<file path="src/rtl/alu_seq.sv">
// alu_seq: handshaked ALU for the multicycle datapath.
// Single-cycle ops register their result on the accept edge.
// MUL/MULHU run through an iterative shift-add unit that consumes one
// multiplier bit per cycle, LSB first. The result is written one edge
// after the final iteration.
module alu_seq #(
    parameter int WIDTH  = 32,
    parameter int MUL_EN = 1,
    parameter int SHW    = $clog2(WIDTH)
) (
    input  logic             clk,
    input  logic             reset,
    input  logic             in_valid,
    output logic             in_ready,
    input  logic [WIDTH-1:0] a,
    input  logic [WIDTH-1:0] b,
    input  logic [3:0]       ALUControl,
    output logic             out_valid,
    input  logic             out_ready,
    output logic [WIDTH-1:0] ALUResult,
    output logic             zero
);

    typedef enum logic [1:0] {
        IDLE = 2'b00,
        MULT = 2'b01,
        DONE = 2'b10
    } state_t;

    localparam logic [3:0] OP_AND   = 4'b0000;
    localparam logic [3:0] OP_OR    = 4'b0001;
    localparam logic [3:0] OP_ADD   = 4'b0010;
    localparam logic [3:0] OP_SUB   = 4'b0011;
    localparam logic [3:0] OP_XOR   = 4'b0100;
    localparam logic [3:0] OP_SRL   = 4'b0101;
    localparam logic [3:0] OP_NE    = 4'b0110;
    localparam logic [3:0] OP_SRA   = 4'b0111;
    localparam logic [3:0] OP_SLL   = 4'b1000;
    localparam logic [3:0] OP_SLT   = 4'b1001;
    localparam logic [3:0] OP_SLTU  = 4'b1010;
    localparam logic [3:0] OP_MUL   = 4'b1011;
    localparam logic [3:0] OP_MULHU = 4'b1100;

    // Counter reaches WIDTH after the last multiplier bit has been consumed.
    localparam logic [SHW:0] CNT_LAST = (SHW + 1)'(WIDTH);
    localparam logic [SHW:0] CNT_ONE  = {{SHW{1'b0}}, 1'b1};

    // Single-cycle result; mul codes fall to the default here and never
    // reach this path when the multiplier is built in.
    function automatic logic [WIDTH-1:0] alu_calc(
        input logic [WIDTH-1:0] x,
        input logic [WIDTH-1:0] y,
        input logic [3:0]       op
    );
        logic [SHW-1:0] sh;
        sh = y[SHW-1:0];
        case (op)
            OP_ADD:  alu_calc = x + y;
            OP_SUB:  alu_calc = x - y;
            OP_AND:  alu_calc = x & y;
            OP_OR:   alu_calc = x | y;
            OP_XOR:  alu_calc = x ^ y;
            OP_SLL:  alu_calc = x << sh;
            OP_SRL:  alu_calc = x >> sh;
            OP_SRA:  alu_calc = $unsigned($signed(x) >>> sh);
            OP_NE:   alu_calc = {{(WIDTH-1){1'b0}}, (x != y)};
            OP_SLT:  alu_calc = {{(WIDTH-1){1'b0}}, ($signed(x) < $signed(y))};
            OP_SLTU: alu_calc = {{(WIDTH-1){1'b0}}, (x < y)};
            default: alu_calc = {WIDTH{1'b0}};
        endcase
    endfunction

    state_t             r_state;
    state_t             w_state_next;
    logic [2*WIDTH-1:0] r_acc;
    logic [2*WIDTH-1:0] r_mcand;
    logic [WIDTH-1:0]   r_mplier;
    logic               r_hi;
    logic [SHW:0]       r_cnt;
    logic               w_is_mul;
    logic [WIDTH-1:0]   w_alu;
    logic [WIDTH-1:0]   w_mul_res;

    assign w_is_mul  = (MUL_EN != 0) && ((ALUControl == OP_MUL) || (ALUControl == OP_MULHU));
    assign w_alu     = alu_calc(a, b, ALUControl);
    assign w_mul_res = r_hi ? r_acc[2*WIDTH-1:WIDTH] : r_acc[WIDTH-1:0];
    assign in_ready  = (r_state == IDLE);
    assign out_valid = (r_state == DONE);

    // State register.
    always_ff @(posedge clk or posedge reset) begin
        if (reset) begin
            r_state <= IDLE;
        end else begin
            r_state <= w_state_next;
        end
    end

    // Next-state logic for the request / multiply / hold-result sequence.
    always_comb begin
        w_state_next = r_state;
        case (r_state)
            IDLE: begin
                if (in_valid) begin
                    w_state_next = w_is_mul ? MULT : DONE;
                end else begin
                    w_state_next = IDLE;
                end
            end
            MULT: begin
                if (r_cnt == CNT_LAST) begin
                    w_state_next = DONE;
                end else begin
                    w_state_next = MULT;
                end
            end
            DONE: begin
                if (out_ready) begin
                    w_state_next = IDLE;
                end else begin
                    w_state_next = DONE;
                end
            end
            default: w_state_next = IDLE;
        endcase
    end

    // Datapath: result/zero registers and the shift-add multiplier.
    always_ff @(posedge clk or posedge reset) begin
        if (reset) begin
            ALUResult <= {WIDTH{1'b0}};
            zero      <= 1'b0;
            r_acc     <= {(2*WIDTH){1'b0}};
            r_mcand   <= {(2*WIDTH){1'b0}};
            r_mplier  <= {WIDTH{1'b0}};
            r_hi      <= 1'b0;
            r_cnt     <= {(SHW+1){1'b0}};
        end else begin
            case (r_state)
                IDLE: begin
                    if (in_valid) begin
                        if (w_is_mul) begin
                            r_mcand  <= {{WIDTH{1'b0}}, a};
                            r_mplier <= b;
                            r_hi     <= (ALUControl == OP_MULHU);
                            r_acc    <= {(2*WIDTH){1'b0}};
                            r_cnt    <= {(SHW+1){1'b0}};
                        end else begin
                            ALUResult <= w_alu;
                            zero      <= (w_alu == {WIDTH{1'b0}});
                        end
                    end
                end
                MULT: begin
                    if (r_cnt == CNT_LAST) begin
                        ALUResult <= w_mul_res;
                        zero      <= (w_mul_res == {WIDTH{1'b0}});
                    end else begin
                        // r_mcand holds a << counter; r_mplier[0] is b[counter].
                        if (r_mplier[0]) begin
                            r_acc <= r_acc + r_mcand;
                        end
                        r_mcand  <= r_mcand << 1;
                        r_mplier <= r_mplier >> 1;
                        r_cnt    <= r_cnt + CNT_ONE;
                    end
                end
                default: begin
                end
            endcase
        end
    end

endmodule
</file>
<file path="config.mk">
export PLATFORM = sky130hd
export DESIGN_NAME = alu_seq
export DESIGN_NICKNAME = d
export VERILOG_FILES = /design/src/rtl/alu_seq.sv
export SDC_FILE = /design/constraint.sdc
export NUM_CORES = 1
export LEC_CHECK = 0
export ABC_AREA = 1
export CELL_PAD_IN_SITES_DETAIL_PLACEMENT = 1
export CELL_PAD_IN_SITES_GLOBAL_PLACEMENT = 2
export CORE_ASPECT_RATIO = 0.6
export CORE_MARGIN = 2
export CORE_UTILIZATION = 30
export DETAILED_ROUTE_END_ITERATION = 10
export PLACE_DENSITY_LB_ADDON = 0.1
export SYNTH_ARGS = -nofsm -noshare
export SYNTH_HDL_FRONTEND = slang
export SYNTH_SLANG_ARGS = --single-unit
</file>
<file path="constraint.sdc">
create_clock -name clk -period 16.05 [get_ports clk]
set_clock_uncertainty 0.15 [all_clocks]
set_input_delay 4.0125 -clock clk [delete_from_list [all_inputs] [get_ports clk]]
set_output_delay 4.0125 -clock clk [all_outputs]
set_load 0.03 [all_outputs]
</file>
==> Flow_metrics.wiki <==
{| class="wikitable"
! Metric !! Value
|-
| Sum of negative setup slack || 0 ps
|-
| Die X || 362 µm
|-
| Chip Height || between 200 and 250 µm
|-
| Worst-path cell with the longest stage delay || buf_2
|-
| CTS tree || done
|-
| Number of buffers added by the clock tree synthesis step || 26
|-
| Area growth syn-to-layout || 12.2%
|-
| Final standard cell count with taps included and fillers excluded || 4913
|-
| Crit-path most repeated cell || nand2_1
|-
| Net count after synthesis || 4119
|-
| Remaining global-route overflow || 0
|-
| Area of the core || between 0.07 and 0.08 mm²
|-
| Clock transition at the registers of the reported paths || 60 ps
|-
| Combined area of the multi-input logic cells || about 0.015 mm²
|-
| Area contributors post-synth || dfrtp_1, nand2_1, nand3_1
|-
| Post-Route WL || 136 mm
|-
| Netlist area before placement || 0.0230 mm²
|-
| Pre-CTS worst setup slack || 7560 ps
|-
| Synth Warn # || 0
|-
| Slew HR || 0.110
|-
| Max Clock Freq || 122 MHz
|-
| Crit path DAT || ~8600 ps
|-
| Dominant register cell in the synthesized netlist || dfrtp_1
|-
| Number of setup buffers added after CTS || 0
|-
| Hold violation count in the final report || 0
|-
| Number of gates given a new drive strength after cts || 0
|-
| H-tree levels || 1
|-
| Worst voltage drop across the vdd grid || 184 µV
|-
| Cell breakdown of the critical path || buf_2, inv_2, buf_4, ha_1, inv_1, nand2_1, nand2_1, nand3_1, nand2_1, nand2_1, nand2_1, a21oi_1, nand2_1, nand2_1, nor2_1, nor2_1, nand2_1, nor2_1, nand3_1, nor2_1, nand2_1, a21oi_1
|-
| Period Utilization, post-route || 0.510
|-
| Starting density of the core || 0.304
|-
| Number of synthesized register bits || 202
|-
| Root buffer selected by CTS || clkbuf_16
|-
| GR peak layer || met1
|-
| Port Buf Inserts || 106
|-
| Grt met1 use || 0.577
|-
| Remaining design rule violation count || 0
|-
| Total power divided by cell area || 128 mW/mm²
|-
| IO Count || 107
|-
| Number of nets in the layout || roughly 4100
|-
| Number of clock sinks || 202
|-
| Share of async-settable or async-resettable flops after synthesis || 1.00
|-
| Vias per inst || 5.67
|-
| Cell count after synthesis || a little under 4000
|-
| Crit path buffers/inverters || 4
|-
| Iteration-0 DRC Markers || between 3000 and 4000
|-
| Total half-perimeter wirelength after legalization and detailed placement || between 100 and 150 mm
|-
| Number of buffers inserted by hold repair at cts || 0
|-
| Via total after detailed routing || between 20000 and 30000
|-
| Leakage power || 12.6 nW
|-
| Largest stage delay, worst path || 550 ps
|-
| Number of setup violations in the final report || 0
|-
| Wire length of the first global-routing pass || a little under 200 mm
|-
| Wirelength per Cell || approximately 28 µm
|-
| Setup slack of the critical path after layout || 7870 ps
|-
| Kind of start point of the critical path || input pin
|-
| Antenna violations before repair || 8
|-
| Endpoint class of the critical path || flip-flop
|-
| Global-route met2 utilization || 0.386
|-
| Fraction of layout cells with a size suffix above 1 || 0.0312
|-
| CTS max path bufs || 3
|-
| Transition time of the tightest slew-check pin || between 1000 and 1500 ps
|-
| Instance count after placement with tap cells included || 4863
|-
| Register area || 0.00506 mm²
|-
| Clock latency of the later-clocked register in the worst-skew pair || 610 ps
|-
| Pre-antenna DRT Iters || 6
|-
| Max-slew violations || 0
|-
| Final Wtd Congestion || just over 1
|-
| Post-synthesis area per instance || 5.95 µm²
|-
| Number of global-route vias before repair || 26000
|-
| Min Tclk post-route || approximately 8200 ps
|-
| Setup Crit Path Kind || in -> reg
|-
| Total global-route track usage || 0.337
|-
| Final-layout worst hold slack || 321 ps
|-
| Filler cell count in the final layout || 10000
|-
| Global routing met3 resource utilization || 0.101
|-
| Status || finished, final reports clean
|-
| Count of standard-cell rows || slightly below 80
|-
| Max-capacitance violation count || 0
|-
| Count of flip-flops with a built-in enable after synthesis || 0
|-
| Highest fanout seen on the critical path || 40
|-
| Pin count of the biggest net entering global routing || 172
|-
| Die footprint || 0.0791 mm²
|-
| Top cell type's share of synthesized area || 0.219
|-
| Worst Hold Class || reg -> reg
|-
| Post-DRT Antenna Nets || 0
|-
| Cell taking the most area after synthesis || dfrtp_1
|-
| Fraction of the yosys area taken by sequential cells || 0.219
|-
| RSZ-0062 raised after global routing || false
|-
| Delay-heaviest family, CP || simple AND/OR/NAND/NOR gates
|-
| Required arrival time at the worst endpoint || roughly 16000 ps
|-
| Number of different library cells in the post-synthesis netlist || 53
|}
==> worst register-to-register path, delay by kind of cell (launching register included) <==
kind	cells	cell delay (ps)
DFF	1	390
AOI/OAI and AO/OA	5	2340
adders and majority gates	1	390
and+or+nand+nor	8	1330
==> synthesized netlist by cell type, types with 10 or more instances <==
cell,count
ha_1,169
o211ai_1,74
nand2_1,1074
nand4_1,49
nor2_1,349
buf_1,10
o21ai_1,25
dfrtp_1,202
nor3_1,32
inv_1,523
o21a_1,14
a31oi_1,20
o21bai_1,20
buf_2,77
o22ai_1,65
nand3_1,435
a21boi_0,12
a21oi_1,258
nor4_1,14
clkbuf_1,59
o21ai_0,282
==> power breakdown <==
part / total (mW) / internal [mW] / switching, mW
clock network: 0.687 / 0.403 / 0.284
logic: 1.80 / 0.491 / 1.31
registers: 0.824 / 0.684 / 0.140
==> metrics by stage <==
step                power [mW]  utilization  instance area, µm²
finish                    3.32        0.341               25900
global placement          2.56        0.329               24900
global route              3.52        0.341               25900
detailed placement        2.57        0.329               24900
floorplan                 1.86            -               23000
CTS                       3.28        0.341               25900
==> cells in the final DEF, fill, tap and decap left out, types with 20 or more instances in the layout <==
master	Yosys	layout
nand2_1	1074	1074
inv_1	523	522
nand3_1	435	435
nor2_1	349	348
o21ai_0	282	282
a21oi_1	258	258
dfrtp_1	202	201
ha_1	169	169
clkdlybuf4s50_1	0	102
o211ai_1	74	74
o22ai_1	65	65
nand4_1	49	49
buf_4	9	43
nor3_1	32	32
clkbuf_16	0	27
o21ai_1	25	25
a31oi_1	20	20
o21bai_1	20	20
==> path summary, 6_finish.rpt <==
check	start	to	slack, ps	cells after the start
setup reg to reg	r_acc[11]	r_acc[60]	11340	14
max in group asynchronous	reset	r_hi	9930	4
hold / removal	r_cnt[5]	r_cnt[5]	320	1
setup / recovery	b[2]	zero	7870	22
hold reg to reg	r_cnt[5]	r_cnt[5]	320	1
min in group asynchronous	reset	r_acc[28]	3760	2
==> sequential cells by signal, indices dropped and copies added, names as in the netlist <==
register,count
r_acc,64
r_mcand,64
ALUResult,32
r_mplier,32
r_cnt,6
r_state,2
r_hi,1
zero,1
==> logic make-up after synthesis <==
logic type               count (synthesis)  synth area share
XOR/XNOR                                13           0.00494
flip-flops                             202             0.219
adder cells (fa/ha/maj)                172            0.0944
buffers and inverters                  695             0.121
AO/OA/AOI/OAI                          814             0.202
multiplexers                             2          0.000869
AND/OR/NAND/NOR                       1977             0.358
==> layout make-up <==
class	count	area share
well taps	1000	0.0484
clock inverters	11	0.00740
inverters	533	0.0777
repair buffers	150	0.0535
diodes	2	0.000194
clock buffers	37	0.0287
multi-input cells	2978	0.589
flip-flops and latches	202	0.196
==> metal layers <==
metal	routed length, µm	vias up	share of wire
met5	0	-	0
met4	2080	0	0.015
met3	17100	97	0.13
met2	44000	1297	0.32
met1	72800	13700	0.54
li1	-	12800	-
(Power assumes the default switching activity.)
